### config.mk
export PLATFORM = sky130hd
export DESIGN_NAME = mem_port_arb_flat
export DESIGN_NICKNAME = d
export VERILOG_FILES = /design/src/rtl/mem_port_arb_if.sv /design/src/rtl/mem_port_arb.sv /design/src/flat_wrapper.sv
export SDC_FILE = /design/constraint.sdc
export NUM_CORES = 1
export LEC_CHECK = 0
export BUFFER_PORTS_ARGS = -buffer_cell sky130_fd_sc_hd__buf_4
export CAP_MARGIN = 20
export CORE_ASPECT_RATIO = 1.75
export CORE_MARGIN = 2
export CORE_UTILIZATION = 50
export DETAILED_ROUTE_END_ITERATION = 10
export GPL_TIMING_DRIVEN = 1
export PLACE_DENSITY = 0.91
export REMOVE_ABC_BUFFERS = 1
export SLEW_MARGIN = 10
export SYNTH_ARGS = -nofsm -noshare
export SYNTH_HDL_FRONTEND = slang
export SYNTH_SLANG_ARGS = --single-unit
### constraint.sdc
create_clock -name CLK -period 3.9 [get_ports CLK]
set_input_delay 0.195 -clock CLK [delete_from_list [all_inputs] [get_ports CLK]]
set_output_delay 0.195 -clock CLK [all_outputs]
set_load 0.02 [all_outputs]
### src/rtl/mem_port_arb_if.sv
// Bus bundle for the shared memory port arbiter: fetch port, data port and memory handshake.
// The arbiter uses the slave view; the CPU/memory side (or a bench) uses the master view.
interface mem_port_arb_if #(
  parameter int AW = 8,
  parameter int DW = 32
);
  logic          if_req;
  logic [AW-1:0] if_addr;
  logic          if_done;
  logic [DW-1:0] if_rdata;

  logic          dm_req;
  logic          dm_we;
  logic [AW-1:0] dm_addr;
  logic [DW-1:0] dm_wdata;
  logic          dm_done;
  logic [DW-1:0] dm_rdata;

  logic          err;

  logic          mem_req;
  logic          mem_we;
  logic [AW-1:0] mem_addr;
  logic [DW-1:0] mem_wdata;
  logic [DW-1:0] mem_rdata;
  logic          mem_rdy;

  modport slave (
    input  if_req, if_addr, dm_req, dm_we, dm_addr, dm_wdata, mem_rdata, mem_rdy,
    output if_done, if_rdata, dm_done, dm_rdata, err, mem_req, mem_we, mem_addr, mem_wdata
  );

  modport master (
    output if_req, if_addr, dm_req, dm_we, dm_addr, dm_wdata, mem_rdata, mem_rdy,
    input  if_done, if_rdata, dm_done, dm_rdata, err, mem_req, mem_we, mem_addr, mem_wdata
  );
endinterface

### src/rtl/mem_port_arb.sv
// Shares one single-port memory between instruction fetch and data access, with
// round-robin arbitration, registered read data, one-cycle DONE pulses and a per-access timeout.
//
//  state   | meaning
//  --------+-----------------------------------------------------------
//  IDLE    | no access outstanding; arbitrate eligible requesters
//  BUSY_IF | fetch read in flight, waiting for mem_rdy or timeout
//  BUSY_DM | data load/store in flight, waiting for mem_rdy or timeout
module mem_port_arb #(
  parameter int AW      = 8,
  parameter int DW      = 32,
  parameter int TIMEOUT = 15
) (
  input logic           CLK,
  input logic           RST_F,
  mem_port_arb_if.slave bus
);

  typedef enum logic [1:0] {
    IDLE    = 2'd0,
    BUSY_IF = 2'd1,
    BUSY_DM = 2'd2
  } state_t;

  localparam logic [7:0] COUNT_LAST = 8'(TIMEOUT - 1);

  state_t        state, state_nxt;
  logic          last_dm, last_dm_nxt;
  logic [7:0]    count, count_nxt;

  logic          mem_req, mem_req_nxt;
  logic          mem_we, mem_we_nxt;
  logic [AW-1:0] mem_addr, mem_addr_nxt;
  logic [DW-1:0] mem_wdata, mem_wdata_nxt;
  logic          if_done, if_done_nxt;
  logic [DW-1:0] if_rdata, if_rdata_nxt;
  logic          dm_done, dm_done_nxt;
  logic [DW-1:0] dm_rdata, dm_rdata_nxt;
  logic          err, err_nxt;

  logic          if_elig;
  logic          dm_elig;
  logic          grant_if;
  logic          grant_dm;

  // A requester whose DONE is showing this cycle still has its old REQ up; skip it once.
  assign if_elig  = bus.if_req & ~if_done;
  assign dm_elig  = bus.dm_req & ~dm_done;
  assign grant_if = if_elig & (~dm_elig | last_dm);
  assign grant_dm = dm_elig & ~grant_if;

  always_ff @(posedge CLK or negedge RST_F) begin
    if (!RST_F) begin
      state     <= IDLE;
      last_dm   <= 1'b1;
      count     <= 8'd0;
      mem_req   <= 1'b0;
      mem_we    <= 1'b0;
      mem_addr  <= '0;
      mem_wdata <= '0;
      if_done   <= 1'b0;
      if_rdata  <= '0;
      dm_done   <= 1'b0;
      dm_rdata  <= '0;
      err       <= 1'b0;
    end else begin
      state     <= state_nxt;
      last_dm   <= last_dm_nxt;
      count     <= count_nxt;
      mem_req   <= mem_req_nxt;
      mem_we    <= mem_we_nxt;
      mem_addr  <= mem_addr_nxt;
      mem_wdata <= mem_wdata_nxt;
      if_done   <= if_done_nxt;
      if_rdata  <= if_rdata_nxt;
      dm_done   <= dm_done_nxt;
      dm_rdata  <= dm_rdata_nxt;
      err       <= err_nxt;
    end
  end

  always_comb begin
    state_nxt     = state;
    last_dm_nxt   = last_dm;
    count_nxt     = count;
    mem_req_nxt   = mem_req;
    mem_we_nxt    = mem_we;
    mem_addr_nxt  = mem_addr;
    mem_wdata_nxt = mem_wdata;
    if_rdata_nxt  = if_rdata;
    dm_rdata_nxt  = dm_rdata;
    if_done_nxt   = 1'b0;
    dm_done_nxt   = 1'b0;
    err_nxt       = 1'b0;

    case (state)
      IDLE: begin
        mem_req_nxt = 1'b0;
        if (grant_if) begin
          mem_req_nxt  = 1'b1;
          mem_we_nxt   = 1'b0;
          mem_addr_nxt = bus.if_addr;
          count_nxt    = 8'd0;
          last_dm_nxt  = 1'b0;
          state_nxt    = BUSY_IF;
        end else if (grant_dm) begin
          mem_req_nxt   = 1'b1;
          mem_we_nxt    = bus.dm_we;
          mem_addr_nxt  = bus.dm_addr;
          mem_wdata_nxt = bus.dm_wdata;
          count_nxt     = 8'd0;
          last_dm_nxt   = 1'b1;
          state_nxt     = BUSY_DM;
        end
      end

      BUSY_IF, BUSY_DM: begin
        // A ready on the timeout edge still counts as a normal completion.
        if (bus.mem_rdy) begin
          if (state == BUSY_IF) begin
            if_done_nxt  = 1'b1;
            if_rdata_nxt = bus.mem_rdata;
          end else begin
            dm_done_nxt = 1'b1;
            if (!mem_we) dm_rdata_nxt = bus.mem_rdata;
          end
          mem_req_nxt = 1'b0;
          state_nxt   = IDLE;
        end else if (count == COUNT_LAST) begin
          if (state == BUSY_IF) if_done_nxt = 1'b1;
          else                  dm_done_nxt = 1'b1;
          err_nxt     = 1'b1;
          mem_req_nxt = 1'b0;
          state_nxt   = IDLE;
        end else begin
          count_nxt = count + 8'd1;
        end
      end

      default: begin
        mem_req_nxt = 1'b0;
        state_nxt   = IDLE;
      end
    endcase
  end

  assign bus.mem_req   = mem_req;
  assign bus.mem_we    = mem_we;
  assign bus.mem_addr  = mem_addr;
  assign bus.mem_wdata = mem_wdata;
  assign bus.if_done   = if_done;
  assign bus.if_rdata  = if_rdata;
  assign bus.dm_done   = dm_done;
  assign bus.dm_rdata  = dm_rdata;
  assign bus.err       = err;

endmodule

### src/flat_wrapper.sv
// flat-port wrapper written by rule: the top's interface ports become plain ports
module mem_port_arb_flat 
#(
  parameter int AW      = 8,
  parameter int DW      = 32,
  parameter int TIMEOUT = 15
)
  (CLK, RST_F, bus_if_req, bus_if_addr, bus_dm_req, bus_dm_we, bus_dm_addr, bus_dm_wdata, bus_mem_rdata, bus_mem_rdy, bus_if_done, bus_if_rdata, bus_dm_done, bus_dm_rdata, bus_err, bus_mem_req, bus_mem_we, bus_mem_addr, bus_mem_wdata);
  mem_port_arb_if #(.AW(AW), .DW(DW)) bus_i ();
  input logic CLK;
  input logic RST_F;
  input wire logic [$bits(bus_i.if_req)-1:0] bus_if_req;
  input wire logic [$bits(bus_i.if_addr)-1:0] bus_if_addr;
  input wire logic [$bits(bus_i.dm_req)-1:0] bus_dm_req;
  input wire logic [$bits(bus_i.dm_we)-1:0] bus_dm_we;
  input wire logic [$bits(bus_i.dm_addr)-1:0] bus_dm_addr;
  input wire logic [$bits(bus_i.dm_wdata)-1:0] bus_dm_wdata;
  input wire logic [$bits(bus_i.mem_rdata)-1:0] bus_mem_rdata;
  input wire logic [$bits(bus_i.mem_rdy)-1:0] bus_mem_rdy;
  output wire logic [$bits(bus_i.if_done)-1:0] bus_if_done;
  output wire logic [$bits(bus_i.if_rdata)-1:0] bus_if_rdata;
  output wire logic [$bits(bus_i.dm_done)-1:0] bus_dm_done;
  output wire logic [$bits(bus_i.dm_rdata)-1:0] bus_dm_rdata;
  output wire logic [$bits(bus_i.err)-1:0] bus_err;
  output wire logic [$bits(bus_i.mem_req)-1:0] bus_mem_req;
  output wire logic [$bits(bus_i.mem_we)-1:0] bus_mem_we;
  output wire logic [$bits(bus_i.mem_addr)-1:0] bus_mem_addr;
  output wire logic [$bits(bus_i.mem_wdata)-1:0] bus_mem_wdata;
  assign bus_i.if_req = bus_if_req;
  assign bus_i.if_addr = bus_if_addr;
  assign bus_i.dm_req = bus_dm_req;
  assign bus_i.dm_we = bus_dm_we;
  assign bus_i.dm_addr = bus_dm_addr;
  assign bus_i.dm_wdata = bus_dm_wdata;
  assign bus_i.mem_rdata = bus_mem_rdata;
  assign bus_i.mem_rdy = bus_mem_rdy;
  assign bus_if_done = bus_i.if_done;
  assign bus_if_rdata = bus_i.if_rdata;
  assign bus_dm_done = bus_i.dm_done;
  assign bus_dm_rdata = bus_i.dm_rdata;
  assign bus_err = bus_i.err;
  assign bus_mem_req = bus_i.mem_req;
  assign bus_mem_we = bus_i.mem_we;
  assign bus_mem_addr = bus_i.mem_addr;
  assign bus_mem_wdata = bus_i.mem_wdata;
  mem_port_arb #(.AW(AW), .DW(DW), .TIMEOUT(TIMEOUT)) u_core (.CLK(CLK), .RST_F(RST_F), .bus(bus_i));
endmodule
==> impl_metrics.env, run 1 <==
export IMPL_use_met2_pct=47.3
export IMPL_gr_usage_met3_pct=6.66
export IMPL_hold_path_class="in2reg"
export IMPL_synth_avg_cell_area_um2=14.8
export IMPL_clk_latency_ns=0.40
export IMPL_drc=0
export IMPL_via_per_inst=5.28
export IMPL_tritoncts="done"
export IMPL_worstMarginPinSlew_ns=0.976
export IMPL_startpoint="u_core.state[0]"
export IMPL_p_comb_share_pct=43.2
export IMPL_p_sw_mw=2.36
export IMPL_worst_ep_arrival_time_ns=2.76
export IMPL_p_total_mw=6.59
export IMPL_nNetsFinal=619
export IMPL_fin_ws_ns=1.42
export IMPL_hold_viol_final=0
export IMPL_cap_violations=0
export IMPL_synth_area_mm2=0.00486
export IMPL_r2r_slack_ns=1.42
export IMPL_detail_route_wl_per_cell_um=18.8
export IMPL_vias=3495
export IMPL_mostFrequentLayoutCells="197 x buf_4, 119 x dfrtp_1, 93 x mux2_2"
export IMPL_place_hpwl_um=9030
export IMPL_grt_first_pass_wirelength_um=19900
export IMPL_multi_input_area_mm2=0.00173
export IMPL_grt_use_met1_pct=25.0
export IMPL_synth_ff_type="dfrtp_1"
export IMPL_synth_cell_types=39
export IMPL_r2r_end="u_core.bus.if_rdata[30]"
export IMPL_finalCriticalPeriod_ns=2.48
export IMPL_n_fill_cell=634
export IMPL_finClkSkew_ns=0.00966
export IMPL_finalSetupTns_ns=0
export IMPL_path_class="reg2reg"
export IMPL_cp_slowest_cell="nand3_2"
export IMPL_grt_total_usage_pct=25.1
export IMPL_min_from="bus_dm_wdata[30]"
export IMPL_power_density_mw_per_mm2=945
export IMPL_slew_viol_final=0
export IMPL_synthToLayoutAreaGrowth_pct=43.7
export IMPL_cts_buffers_inserted=17
export IMPL_pre_cts_ws_ns=1.41
export IMPL_overflow=0
export IMPL_wl_um=12500
export IMPL_yosysWarnings=0
export IMPL_async_flop_share_pct=100
export IMPL_rows=47
export IMPL_status="complete, no violations"
export IMPL_slew_headroom_pct=34.8
export IMPL_first_pass_iters=4
export IMPL_gp_congestion=0.798
export IMPL_cts_resized=0
export IMPL_start_kind="flip-flop"
export IMPL_cts_root_buf="clkbuf_16"
export IMPL_grt_busiest_layer="met2"
export IMPL_fp_dieW_um=78.5
export IMPL_cts_num_sinks=120
export IMPL_path_clk_slew_ns=0.05
export IMPL_first_global_vias=3973
export IMPL_die_height_um=134
export IMPL_ys_seq_area_share_pct=61.9
export IMPL_grt_max_degree=45
export IMPL_pin_count=195
export IMPL_sw_frac_of_total_pct=35.8
export IMPL_synthCells=329
export IMPL_antenna_cells=0
export IMPL_worstHoldEndpoint="u_core.bus.mem_wdata[30]"
export IMPL_antenna_found_initial=0
export IMPL_final_common_cell="buf_4"
export IMPL_synth_enable_flop_cells=0
export IMPL_cp_required_ns=4.18
export IMPL_layout_drive_gt1_share_pct=60.9
export IMPL_r2r_cells=4
export IMPL_fp_coreArea_mm2=0.00947
export IMPL_hold_depth=2
export IMPL_worst_path_largest_cell_delay_ns=0.80
export IMPL_ant_nets=0
export IMPL_seqCellArea_mm2=0.00300
export IMPL_r2r_start="u_core.state[0]"
export IMPL_power_leakage_nw=3.40
export IMPL_path_max_fanout=32
export IMPL_seqPwrFrac_pct=33.5
export IMPL_finalCritPeriodShare_pct=63.6
export IMPL_clkPwrFrac_pct=23.3
export IMPL_clock_path_buffers=2
export IMPL_finalSetupViolCount=0
export IMPL_htreeDepth=4
export IMPL_ir_drop_uv=666
export IMPL_dieArea_mm2=0.0105
export IMPL_crit_path_cell_trace="inv_1 > ha_1 > nand3_2 > mux2_2"
export IMPL_start_util_pct=51.3
export IMPL_p_int_mw=4.23
export IMPL_yosys_register_bits=120
export IMPL_portBuffers=194
export IMPL_fmax_ghz=0.403
export IMPL_rsz0062_at_grt="false"
export IMPL_endpoint_kind="flip-flop"
export IMPL_drtIter0Drc=208
[worst max-delay path: cells and delay by family, from the launching register on]
kind | cells | cell delay [ns]
multiplexers | 1 | 0.57
AND/OR/NAND/NOR | 1 | 0.80
buffers and inverters | 1 | 0.06
adder cells (fa/ha/maj) | 1 | 0.56
flip-flops | 1 | 0.37
[layer usage]
metal	part of all wire [%]	up-vias	wire length, um
met5	0	-	0
met4	3.2	0	398
met3	4.7	27	591
met2	60	124	7430
met1	32	1760	4050
li1	-	1584	-
[flip-flops by register name (all words and copies together) (netlist names), 2 cells and up]
signal                count
u_core.bus.dm_rdata      32
u_core.count              8
u_core.state              2
u_core.bus.if_rdata      32
u_core.bus.mem_wdata     32
u_core.bus.mem_addr       8
[layout make-up]
class                      count  share of cell area (%)
clock inverter                 9                    1.79
tap                          122                    2.19
timing repair buffer         198                    21.3
sequential                   120                    43.1
multi-input combinational    188                    24.8
inverter                       4                   0.215
clock buffer                  21                    6.60
[cell families (layout without fill, tap and decap cells)]
kind of cell,count (synthesis),count (layout),synth area share (%)
DFF,120,120,61.9
and+or+nand+nor,47,47,5.75
buffers and inverters,21,232,2.58
adders and majority gates,4,4,1.03
muxes,106,106,24.3
AOI/OAI and AO/OA,31,31,4.46
[synthesized netlist by cell type (all sizes together), types with 2 or more instances]
library cell  number  share of area [%]
a211o              4               0.72
a21oi              4               0.41
a22o               2               0.39
and3               5               0.75
and4b              3               0.64
buf               13                2.0
clkbuf             4               0.31
dfrtp            119                 61
ha                 4                1.0
inv                4               0.31
mux2              96                 22
mux2i             10                2.1
nand2             14                1.1
nand2b             5               0.64
nand3              5               0.52
nor2               2               0.31
nor2b              3               0.39
nor3               3               0.31
nor4               3               0.39
o211a              2               0.41
o211ai             2               0.31
o21a               2               0.31
o21ai             11                1.1
[timing repair]
| item | 4_1_cts | 5_1_grt |
|---|---|---|
| setup buffers | 0 | 0 |
| hold endpoints to repair | 37 | 0 |
| hold buffers | 1 | 0 |
[stage by stage]
| stage | std cells | cell area [um^2] | util [%] | hold WS (ns) |
|---|---|---|---|---|
| floorplan | 312 | 4750 | - | -0.101 |
| global placement | 631 | 6380 | 67.4 | 0.189 |
| detailed placement | 631 | 6380 | 67.4 | 0.189 |
| CTS | 662 | 6980 | 73.7 | 0.00558 |
| global route | 662 | 6980 | 73.7 | 0.0121 |
| finish | 662 | 6980 | 73.7 | 0.0213 |
[worst max-delay path by stage]
stage | end | slack [ns] | cells after the start
CTS | u_core.bus.if_rdata[24] | 1.40 | 4
global route | u_core.bus.if_rdata[2] | 1.21 | 4
finish | u_core.bus.if_rdata[30] | 1.42 | 4
floorplan | u_core.bus.if_rdata[0] | 1.59 | 4
detailed placement | u_core.bus.if_rdata[24] | 1.41 | 4
global placement | u_core.bus.if_rdata[1] | 1.50 | 4
[power groups by stage]
stage,combinational (mW),clock [mW],sequential [mW]
2_1_floorplan,0.905,0,2.84
3_3_place_gp,2.77,0,2.17
3_5_place_dp,2.86,0,2.21
4_1_cts,2.88,1.56,2.21
5_1_grt,3.00,1.63,2.28
6_report,2.85,1.54,2.21
(Power assumes the default switching activity.)
==> inputs of run 2 (changes only) <==
- CORE_UTILIZATION: 50 -> 44
- PLACE_DENSITY: 0.91 -> 0.86
- clock period: 3.9 -> 2.19 ns (I/O delays scaled with it)
==> run 2 against run 1 <==
  * Maximum frequency grew 29%
  * Largest power group unchanged
  * Non-clock buffer count grew 72
  * Sequential share of layout area shrank 4.4 points
  * Via count grew 9.6%
  * Combinational power grew 87%
  * Highest routed layer unchanged
  * Cell area grew 11%
==> impl_metrics.env, run 2 (synthesized netlist as in run 1, its figures left out) <==
export IMPL_cts_root_buf="clkbuf_16"
export IMPL_instances_no_fill=744
export IMPL_antenna_cells=0
export IMPL_fp_coreArea_mm2=0.0107
export IMPL_fin_ws_ns=0.273
export IMPL_finalInstanceArea_mm2=0.00778
export IMPL_fin_util_pct=72.7
export IMPL_place_hpwl_um=9000
export IMPL_power_leakage_nw=3.74
export IMPL_via_per_inst=5.15
export IMPL_finalSetupViolCount=0
export IMPL_finClkSkew_ns=0.0110
export IMPL_vias=3831
export IMPL_finalCritPeriodShare_pct=87.5
export IMPL_placed_area_mm2=0.00648
export IMPL_clock_path_buffers=2
export IMPL_mostFrequentLayoutCells="201 x buf_4, 119 x dfrtp_1, 93 x mux2_2"
export IMPL_hold_viol_final=0
export IMPL_overflow=0
export IMPL_grt_max_degree=121
export IMPL_cap_violations=0
export IMPL_multi_input_area_mm2=0.00173
export IMPL_slew_headroom_pct=57.1
export IMPL_die_height_um=143
export IMPL_portBuffers=194
export IMPL_detail_route_wl_per_cell_um=18.4
export IMPL_start_kind="flip-flop"
export IMPL_cts_buffers_inserted=17
export IMPL_first_global_vias=4288
export IMPL_endpoint_kind="flip-flop"
export IMPL_grt_first_pass_wirelength_um=21200
export IMPL_ant_nets=0
export IMPL_cp_required_ns=2.47
export IMPL_antenna_found_initial=0
export IMPL_gp_congestion=0.780
export IMPL_finalCriticalPeriod_ns=1.92
export IMPL_fp_dieW_um=83.4
export IMPL_rows=50
export IMPL_first_pass_iters=4
export IMPL_cts_resized=0
export IMPL_pin_count=195
export IMPL_wl_um=13700
export IMPL_nNetsFinal=691
export IMPL_synthToLayoutAreaGrowth_pct=60.2
export IMPL_n_fill_cell=669
export IMPL_pre_cts_ws_ns=0.301
export IMPL_tritoncts="done"
export IMPL_grt_total_usage_pct=23.1
export IMPL_final_common_cell="buf_4"
export IMPL_drc=0
export IMPL_dp_cells=646
export IMPL_drtIter0Drc=127
export IMPL_path_class="reg2reg"
export IMPL_layout_drive_gt1_share_pct=54.7
export IMPL_worst_ep_arrival_time_ns=2.19
export IMPL_path_clk_slew_ns=0.05
export IMPL_htreeDepth=4
export IMPL_fmax_ghz=0.522
export IMPL_rsz0062_at_grt="false"
export IMPL_start_util_pct=45.4
export IMPL_dieArea_mm2=0.0119
export IMPL_hold_path_class="in2reg"
export IMPL_slew_viol_final=0
export IMPL_cts_num_sinks=120
export IMPL_r2r_slack_ns=0.27
export IMPL_clk_latency_ns=0.40
export IMPL_seqCellArea_mm2=0.00300
export IMPL_status="complete, no violations"
export IMPL_path_max_fanout=10
export IMPL_power_density_mw_per_mm2=1570
export IMPL_worstMarginPinSlew_ns=0.643
export IMPL_reg_largest_list="u_core.bus.dm_rdata: 32 flops, u_core.bus.if_rdata: 32 flops, u_core.bus.mem_wdata: 32 flops"
export IMPL_ir_drop_uv=959
## run 2: changes by cell type in the layout (fill, tap and decap cells not counted), moves of 2 or more
cell,change
clkbuf_1,+2
dlygate4sd3_1,+65
clkinv_2,-2
clkbuf_8,+2
buf_12,+3
clkinvlp_4,-2
buf_4,+4
## run 2: repair_timing
item | 4_1_cts | 5_1_grt
hold buffers | 66 | 0
buffers inserted | 0 | 0
hold endpoints to repair | 216 | 0
## run 2: metrics by stage
| step | hold WS, ns | total power [mW] | TNS [ns] |
|---|---|---|---|
| 3_5_place_dp | 0.260 | 9.14 | 0 |
| 5_1_grt | 0.00492 | 12.7 | 0 |
| 3_3_place_gp | 0.242 | 8.92 | 0 |
| 6_report | 0.0110 | 12.2 | 0 |
| 2_1_floorplan | -0.186 | 6.67 | -3.84 |
| 4_1_cts | 0.00121 | 12.2 | 0 |
## run 2: area by class of cell
class	count	area share, %
Sequential cell	120	38.6
Clock buffer	25	6.37
Tap cell	130	2.09
Clock inverter	7	1.79
Inverter	4	0.193
Multi-Input combinational cell	188	22.3
Timing Repair Buffer	270	28.7
## run 2: where the power goes
group          leakage, nW  internal, mW  total [mW]  switching [mW]
Sequential            1.46          3.28        3.92           0.634
Combinational         1.98          2.58        5.32            2.73
Clock                0.311          2.03        2.97           0.946
## run 2: path summary, 6_finish.rpt
| kind | startpoint | to | depth (start not counted) |
|---|---|---|---|
| setup reg to reg | u_core.state[0] | u_core.count[2] | 6 |
| setup / recovery | u_core.state[0] | u_core.count[2] | 6 |
| hold reg to reg | u_core.count[7] | u_core.count[7] | 1 |
| hold / removal | bus_dm_addr[0] | u_core.bus.mem_addr[0] | 3 |
| min in group asynchronous | RST_F | u_core.bus.dm_rdata[8] | 3 |
| max in group asynchronous | RST_F | u_core.bus.if_done | 3 |
## run 2: layer usage
| metal | global-route usage (%) | wire length [um] |
|---|---|---|
| met5 | 0 | 0 |
| met3 | 6.24 | 644 |
| met4 | 12.1 | 575 |
| met2 | 44.5 | 8070 |
| met1 | 21.8 | 4410 |
## run 2: critical path, stage by stage (launching register included)
cell	delay, ns
dfrtp_1	0.37
inv_1	0.05
ha_1	0.37
nand2b_1	0.12
a21o_1	0.26
o21a_1	0.26
a221o_2	0.35
==> inputs of run 3 (changes only) <==
- CORE_UTILIZATION: 44 -> 50
- PLACE_DENSITY: 0.86 -> 0.91
- clock period: 2.19 -> 2.3 ns (I/O delays scaled with it)
==> run 3 against run 2 <==
  * Cell count decreased by 0.67%
  * Core utilization up 9.9 points
  * Sequential share of layout area decreased by 0.20 points
  * Sequential power shrank 4%
  * Global-route usage is 6.2 points higher
  * Clock skew down 0.0019 ns
  * First-iteration DRC count grew 110%
  * Count of clock-buffer cells in the layout is 5 lower
  * Worst setup slack gained 0.0086 ns
  * Combinational power fell by 3%
  * Maximum frequency is 5.0% lower
  * Critical endpoint unchanged
==> impl_metrics.env, run 3 (synthesized netlist as in run 1, its figures left out) <==
export IMPL_status="complete, no violations"
export IMPL_hold_depth=3
export IMPL_path_class="reg2reg"
export IMPL_hold_path_class="in2reg"
export IMPL_r2r_slack_ns=0.28
export IMPL_drtIter0Drc=269
export IMPL_power_leakage_nw=3.76
export IMPL_mostFrequentLayoutCells="201 x buf_4, 119 x dfrtp_1, 93 x mux2_2"
export IMPL_cts_num_sinks=120
export IMPL_path_max_fanout=13
export IMPL_grt_total_usage_pct=29.2
export IMPL_cp_required_ns=2.59
export IMPL_worst_ep_arrival_time_ns=2.31
export IMPL_r2r_cells=6
export IMPL_antenna_found_initial=0
export IMPL_ir_drop_uv=965
export IMPL_place_hpwl_um=9210
export IMPL_fp_coreArea_mm2=0.00947
export IMPL_cap_violations=0
export IMPL_clock_path_buffers=2
export IMPL_cts_setup_buffers=0
export IMPL_seqCellArea_mm2=0.00300
export IMPL_first_pass_iters=4
export IMPL_use_met2_pct=54.9
export IMPL_finalSetupTns_ns=0
export IMPL_reg_largest_list="u_core.bus.dm_rdata: 32 flops, u_core.bus.if_rdata: 32 flops, u_core.bus.mem_wdata: 32 flops"
export IMPL_antenna_cells=0
export IMPL_finClkSkew_ns=0.00907
export IMPL_grt_first_pass_wirelength_um=23200
export IMPL_finalCriticalPeriod_ns=2.02
export IMPL_detail_route_wl_per_cell_um=20.1
export IMPL_die_height_um=134
export IMPL_n_fill_cell=479
export IMPL_endpoint_kind="flip-flop"
export IMPL_fmax_ghz=0.495
export IMPL_slew_viol_final=0
export IMPL_wl_um=14900
export IMPL_cts_root_buf="clkbuf_16"
export IMPL_first_global_vias=4543
export IMPL_finalCritPeriodShare_pct=87.8
export IMPL_nNetsFinal=694
export IMPL_drc=0
export IMPL_htreeDepth=4
export IMPL_ant_nets=0
export IMPL_finalSetupViolCount=0
export IMPL_path_clk_slew_ns=0.06
export IMPL_slew_headroom_pct=67.3
export IMPL_rows=47
export IMPL_multi_input_area_mm2=0.00173
export IMPL_final_common_cell="buf_4"
export IMPL_portBuffers=194
export IMPL_overflow=0
export IMPL_worstHoldEndpoint="u_core.bus.mem_addr[3]"
export IMPL_via_per_inst=5.40
export IMPL_dieArea_mm2=0.0105
export IMPL_vias=3994
export IMPL_min_from="bus_if_addr[3]"
export IMPL_power_density_mw_per_mm2=1510
export IMPL_r2r_start="u_core.state[0]"
export IMPL_rsz0062_at_grt="false"
export IMPL_tritoncts="done"
export IMPL_hold_viol_final=0
export IMPL_pin_count=195
export IMPL_synthToLayoutAreaGrowth_pct=61.0
export IMPL_gr_usage_met3_pct=7.54
export IMPL_start_util_pct=51.3
export IMPL_grt_use_met1_pct=28.5
export IMPL_layout_drive_gt1_share_pct=54.9
export IMPL_grt_busiest_layer="met2"
export IMPL_worstMarginPinSlew_ns=0.487
export IMPL_r2r_end="u_core.count[2]"
export IMPL_fp_dieW_um=78.5
export IMPL_clk_latency_ns=0.41
export IMPL_start_kind="flip-flop"
export IMPL_grt_max_degree=66
export IMPL_cts_buffers_inserted=17
export IMPL_holdWs_ns=0.00955
export IMPL_gp_congestion=0.887
[run 3: changes by cell type in the layout (fill, tap and decap cells not counted)]
| cell | change |
|---|---|
| clkbuf_1 | -3 |
| dlygate4sd3_1 | +3 |
| o21ai_0 | -1 |
| clkbuf_8 | -2 |
| clkinvlp_4 | +2 |
| o21ai_1 | +1 |
| clkinv_4 | +1 |
| clkinv_2 | +1 |
| bufinv_16 | +1 |
[run 3: worst max path at each step]
stage | cells past startpoint | endpoint | start | slack (ns)
2_1_floorplan | 4 | u_core.bus.if_rdata[0] | u_core.state[0] | -0.01
3_3_place_gp | 6 | u_core.count[2] | u_core.state[0] | 0.38
3_5_place_dp | 6 | u_core.count[2] | u_core.state[1] | 0.31
4_1_cts | 6 | u_core.count[2] | u_core.state[0] | 0.31
5_1_grt | 6 | u_core.count[2] | u_core.state[0] | 0.20
6_report | 6 | u_core.count[2] | u_core.state[0] | 0.28
[run 3: worst max-delay path, cell delays in order, from the launching register on]
cell and delay (ns):
dfrtp_1 0.37, inv_1 0.05, ha_1 0.41, nand2b_1 0.14, a21o_1 0.31, o21a_1 0.28, a221o_2 0.35
[run 3: report_power, final]
part | switching, mW | internal (mW) | leakage [nW]
combinational | 2.67 | 2.46 | 1.99
clock | 0.957 | 1.98 | 0.316
sequential | 0.646 | 3.13 | 1.46
total | 4.28 | 7.57 | 3.76
[run 3: area by class of cell]
class	instances	area share (%)
Clock buffer	20	5.84
Clock inverter	12	2.53
Inverter	4	0.192
Multi-Input combinational cell	188	22.2
Sequential cell	120	38.4
Tap cell	122	1.95
Timing Repair Buffer	273	28.9
[run 3: stage by stage]
stage | std cells | instance area, um^2 | power [mW] | worst slack (ns) | util, %
floorplan | 312 | 4750 | 6.35 | -0.0101 | -
global placement | 638 | 6470 | 8.46 | 0.376 | 68.4
detailed placement | 638 | 6470 | 8.69 | 0.312 | 68.4
CTS | 739 | 7820 | 11.7 | 0.311 | 82.6
global route | 739 | 7820 | 12.3 | 0.199 | 82.6
finish | 739 | 7820 | 11.8 | 0.282 | 82.6
[run 3: timing repair]
item / 4_1_cts / 5_1_grt
hold endpoints to repair: 127 / 0
resized for setup: 0 / 0
hold buffers: 69 / 0
[run 3: layer usage]
metal	routed length (um)	share of wire, %
met5	0	0
met4	726	4.9
met3	739	5.0
met2	8590	58
met1	4820	32
